File: src/rtl/regfile_sb.sv
// regfile_sb: 31 x 32-bit register file with a pending-result scoreboard and optional same-cycle write bypass
module regfile_sb #(
  parameter bit BYPASS = 1'b1
) (
  input  logic        clk,
  input  logic        rst_n,
  input  logic [4:0]  rs_addr,
  input  logic [4:0]  rt_addr,
  output logic [31:0] rs_data,
  output logic [31:0] rt_data,
  input  logic        we,
  input  logic [4:0]  wr_addr,
  input  logic [31:0] wr_data,
  input  logic        rsv_en,
  input  logic [4:0]  rsv_addr,
  output logic        rs_busy,
  output logic        rt_busy,
  output logic        stall,
  output logic [5:0]  pend_cnt
);
  // Entry 0 is never written and bit 0 of pend is never set, so index 0 reads as 0 and idle.
  logic [31:0] regs [32];
  logic [31:0] pend, set_v, clr_v;
  logic        wr_ok, rsv_ok, inc, dec, byp_rs, byp_rt;
  always_comb begin
    wr_ok   = we && wr_addr != '0;
    rsv_ok  = rsv_en && rsv_addr != '0;
    set_v   = rsv_ok ? 32'd1 << rsv_addr : '0;
    clr_v   = wr_ok ? 32'd1 << wr_addr : '0;
    inc     = rsv_ok && !pend[rsv_addr];
    dec     = wr_ok && pend[wr_addr] && !(rsv_ok && rsv_addr == wr_addr);
    byp_rs  = BYPASS && rst_n && wr_ok && wr_addr == rs_addr;
    byp_rt  = BYPASS && rst_n && wr_ok && wr_addr == rt_addr;
    rs_data = byp_rs ? wr_data : regs[rs_addr];
    rt_data = byp_rt ? wr_data : regs[rt_addr];
    rs_busy = pend[rs_addr] && !(BYPASS && we && wr_addr == rs_addr);
    rt_busy = pend[rt_addr] && !(BYPASS && we && wr_addr == rt_addr);
    stall   = rs_busy || rt_busy;
  end
  always_ff @(posedge clk or negedge rst_n) begin
    if (!rst_n) begin
      for (int i = 0; i < 32; i++) regs[i] <= '0;
      pend     <= '0;
      pend_cnt <= '0;
    end else begin
      if (wr_ok) regs[wr_addr] <= wr_data;
      pend     <= (pend & ~clr_v) | set_v;
      pend_cnt <= pend_cnt + 6'(inc) - 6'(dec);
    end
  end
endmodule

File: config.mk
export PLATFORM = sky130hd
export DESIGN_NAME = regfile_sb
export DESIGN_NICKNAME = d
export VERILOG_FILES = /design/src/rtl/regfile_sb.sv
export SDC_FILE = /design/constraint.sdc
export NUM_CORES = 2
export LEC_CHECK = 0
export ABC_CLOCK_PERIOD_IN_PS = 2900
export CAP_MARGIN = 5
export CORE_MARGIN = 2
export CORE_UTILIZATION = 57
export DETAILED_ROUTE_END_ITERATION = 8
export GPL_ROUTABILITY_DRIVEN = 0
export GPL_TIMING_DRIVEN = 0
export PLACE_DENSITY = 0.77
export SLEW_MARGIN = 20
export SYNTH_ARGS = -nofsm -noshare
export SYNTH_HDL_FRONTEND = slang
export SYNTH_SLANG_ARGS = --single-unit
File: constraint.sdc
create_clock -name clk -period 2.9 [get_ports clk]
set_clock_uncertainty 0.15 [all_clocks]
set_input_delay 0.58 -clock clk [delete_from_list [all_inputs] [get_ports clk]]
set_output_delay 0.58 -clock clk [all_outputs]
set_load 0.01 [all_outputs]
==> results.sh <==
export IMPL_drt_first_iter_violations=8405
export IMPL_fin_ws_ps=-663
export IMPL_outcome="finished, violations left"
export IMPL_share_comb_of_total_power_pct=25.5
export IMPL_hpwl_um=131000
export IMPL_cp_endpoint="rt_data[30]"
export IMPL_syn_inst=3641
export IMPL_grt_overflow=0
export IMPL_synth_most_common_cell="dfrtp_1"
export IMPL_hold_ws_ps=-19.2
export IMPL_switching_power_w=0.0147
export IMPL_rrSetupSlack_ps=-330
export IMPL_dieArea_mm2=0.101
export IMPL_fin_crit_sh_pct=123
export IMPL_row_count=115
export IMPL_max_freq_mhz=281
export IMPL_routed_wl_um=249000
export IMPL_drv_slew=11
export IMPL_fin_area_mm2=0.0717
export IMPL_groute_usage_overall_pct=46.9
export IMPL_drive_gt1_share_pct=63.6
export IMPL_placed_area_mm2=0.0593
export IMPL_die_x_um=318
export IMPL_cts_root_buf="clkbuf_16"
export IMPL_final_setup_tns_ps=-34330
export IMPL_synth_area_mm2=0.0561
export IMPL_synthTopCellsByCount="1,062 x dfrtp_1, 1,058 x mux2_2, 547 x mux4_2, 250 x o22ai_1, 224 x clkbuf_1"
export IMPL_synth_distinct_cells=44
export IMPL_worst_endpoint_required_ps=2170
export IMPL_grt_pass1_vias=45400
export IMPL_synthArstFlopShare_pct=100
export IMPL_slew_headroom_pct=-0.922
export IMPL_placed_cells=5048
export IMPL_worst_r2r_endpoint="pend_cnt[4]"
export IMPL_cts_buffers=114
export IMPL_ir_drop_mv=0.517
export IMPL_num_io_pins=129
export IMPL_h_tree_depth=3
export IMPL_clock_sinks=1062
export IMPL_clock_power_share_pct=32.3
export IMPL_port_buffers=111
export IMPL_min_period_ps=3560
export IMPL_tritoncts="yes"
export IMPL_syn_area_per_cell_um2=15.4
export IMPL_worst_pin_slew_ps=1510
export IMPL_startpoint="regs[158]"
export IMPL_antenna_found_initial=10
export IMPL_yosysTopAreaCell="dfrtp_1"
export IMPL_cp_arrival_ps=2830
export IMPL_synth_edf_count=0
export IMPL_setup_worst_path_end_class="primary output"
export IMPL_syn_num_nets=3704
export IMPL_vias_per_cell=8.22
export IMPL_p_leak_nw=31.0
export IMPL_clkLatencyLatePin_ps=750
export IMPL_final_cells=5566
export IMPL_maxCapViolations=1
export IMPL_hold_path_class="input pin to asynchronous set/reset pin"
export IMPL_path_class="register to primary output"
export IMPL_synth_area_leaders="dfrtp_1 47%, mux4_2 22%, mux2_2 21%, o22ai_1 2.8%, buf_2 1.6%"
export IMPL_die_y_um=318
export IMPL_nets=4239
export IMPL_ant_nets=0
export IMPL_drt_first_pass_iters=9
export IMPL_fin_util_pct=73.2
export IMPL_yosysTopAreaCellShare_pct=47.4
export IMPL_ys_seq_elements=1062
export IMPL_grt_max_degree=147
export IMPL_start_util_pct=57.2
export IMPL_start_kind="register"
export IMPL_setup_viol_count_final=111
export IMPL_violations="DRC, hold timing, capacitance limit, slew limit, setup timing"
export IMPL_ys_flop_type="dfrtp_1"
export IMPL_seq_power_share_pct=42.2
export IMPL_netSwitchingFraction_pct=30.5
export IMPL_wl_per_cell_um=44.8
export IMPL_dr_total_vias=45700
export IMPL_r2r_cells=14
export IMPL_design_core_area_mm2=0.0980
export IMPL_finalHoldViolCount=13
export IMPL_max_clock_path_buffers=3
export IMPL_grt_pass1_wl_um=332000
export IMPL_route_detailed_drc=226
export IMPL_rsz0062_at_grt="true"
export IMPL_cp_max_fo=3
export IMPL_yosysSeqAreaShare_pct=47.4
export IMPL_power_density_mw_per_mm2=673
export IMPL_syn_to_final_growth_pct=28.0
export IMPL_path_clk_slew_ps=70
export IMPL_r2r_start="pend[15]"
export IMPL_p_int_w=0.0335
export IMPL_ys_warn_count=0
logic make-up after synthesis:
group / after synthesis / synth area share (%)
muxes: 1617 / 43.4
DFF: 1062 / 47.4
buffers and inverters: 437 / 3.35
AOI/OAI and AO/OA: 312 / 3.51
and+or+nand+nor: 187 / 1.82
xor gates and xnor gates: 19 / 0.297
adders and majority gates: 7 / 0.170
through the flow:
| step | setup slack, ps | power, W |
|---|---|---|
| floorplan | -288 | 0.0262 |
| global placement | -47180 | 0.0289 |
| detailed placement | -2260 | 0.0294 |
| CTS | -615 | 0.0458 |
| global route | -688 | 0.0491 |
| finish | -663 | 0.0483 |
critical path, stage by stage (launching register included):
cell and delay, ps:
dfrtp_1 420, mux4_2 490, mux4_2 490, mux2_4 280, mux2_4 280, buf_6 120
flip-flops by register name, summed over array words and instances (netlist names):
signal / cells
regs: 1024
pend: 32
pend_cnt: 6
cells in the final DEF (no fill, tap or decap), types with 6 or more instances in the layout:
cell	count
xor2_1	9
diode_2	14
buf_8	39
buf_4	155
a22o_1	9
bufbuf_16	6
mux2_2	993
dfrtp_1	1056
nor4_1	19
o22ai_1	72
mux4_2	547
mux2_4	65
o21ai_0	31
buf_6	134
clkbuf_8	53
o22ai_2	132
nor4_4	6
buf_2	73
clkinv_2	18
nand2_1	33
nand3b_1	6
clkbuf_4	9
buf_16	53
clkbuf_1	167
clkbuf_2	12
nand2b_1	8
bufinv_16	9
nor4_2	37
dfrtp_2	6
buf_1	15
clkdlybuf4s50_1	40
clkbuf_16	155
buf_12	98
o22ai_4	46
dlygate4sd3_1	6
nor2_1	21
mux2i_1	12
worst min path at each step:
stage                     from         end
CTS                      rst_n   regs[724]
global placement    regs[1013]  regs[1013]
floorplan                rst_n     pend[0]
global route             rst_n  regs[1014]
finish                   rst_n  regs[1014]
detailed placement   regs[996]   regs[996]
power groups by stage:
stage	clock network, W	logic [W]	registers (W)
5_1_grt	0.0159	0.0126	0.0205
2_1_floorplan	0	0.00698	0.0192
6_report	0.0156	0.0123	0.0204
3_5_place_dp	0	0.00947	0.0200
3_3_place_gp	0	0.00908	0.0198
4_1_cts	0.0152	0.0109	0.0197
area by class of cell:
class,count,area (µm²)
fill,5348,26300
multi-input combinational,2142,29900
antenna,14,35.0
buffer,411,4400
timing repair buffer,435,5320
sequential,1062,26600
clock inverter,36,457
clock buffer,169,3400
tap,1287,1610
inverter,10,37.5
routing by layer:
layer  part of all wire [%]  vias up  global-route usage (%)
li1                       -    15400                       -
met1                     30    23000                    54.3
met2                     40     5305                    63.1
met3                     18     2045                    27.8
met4                     11       34                    35.0
met5                   0.44        -                    6.34
repair_timing:
item | 4_1_cts | 5_1_grt
cloned | 23 | 3
pin swaps | 95 | 95
gates resized for setup | 1228 | 272
setup buffers | 192 | 110
hold buffers | 8 | 0
endpoints found under the setup margin | 90 | 259
endpoints found under the hold margin | 199 | 0
No activity file was read; power rests on OpenSTA's default activity.
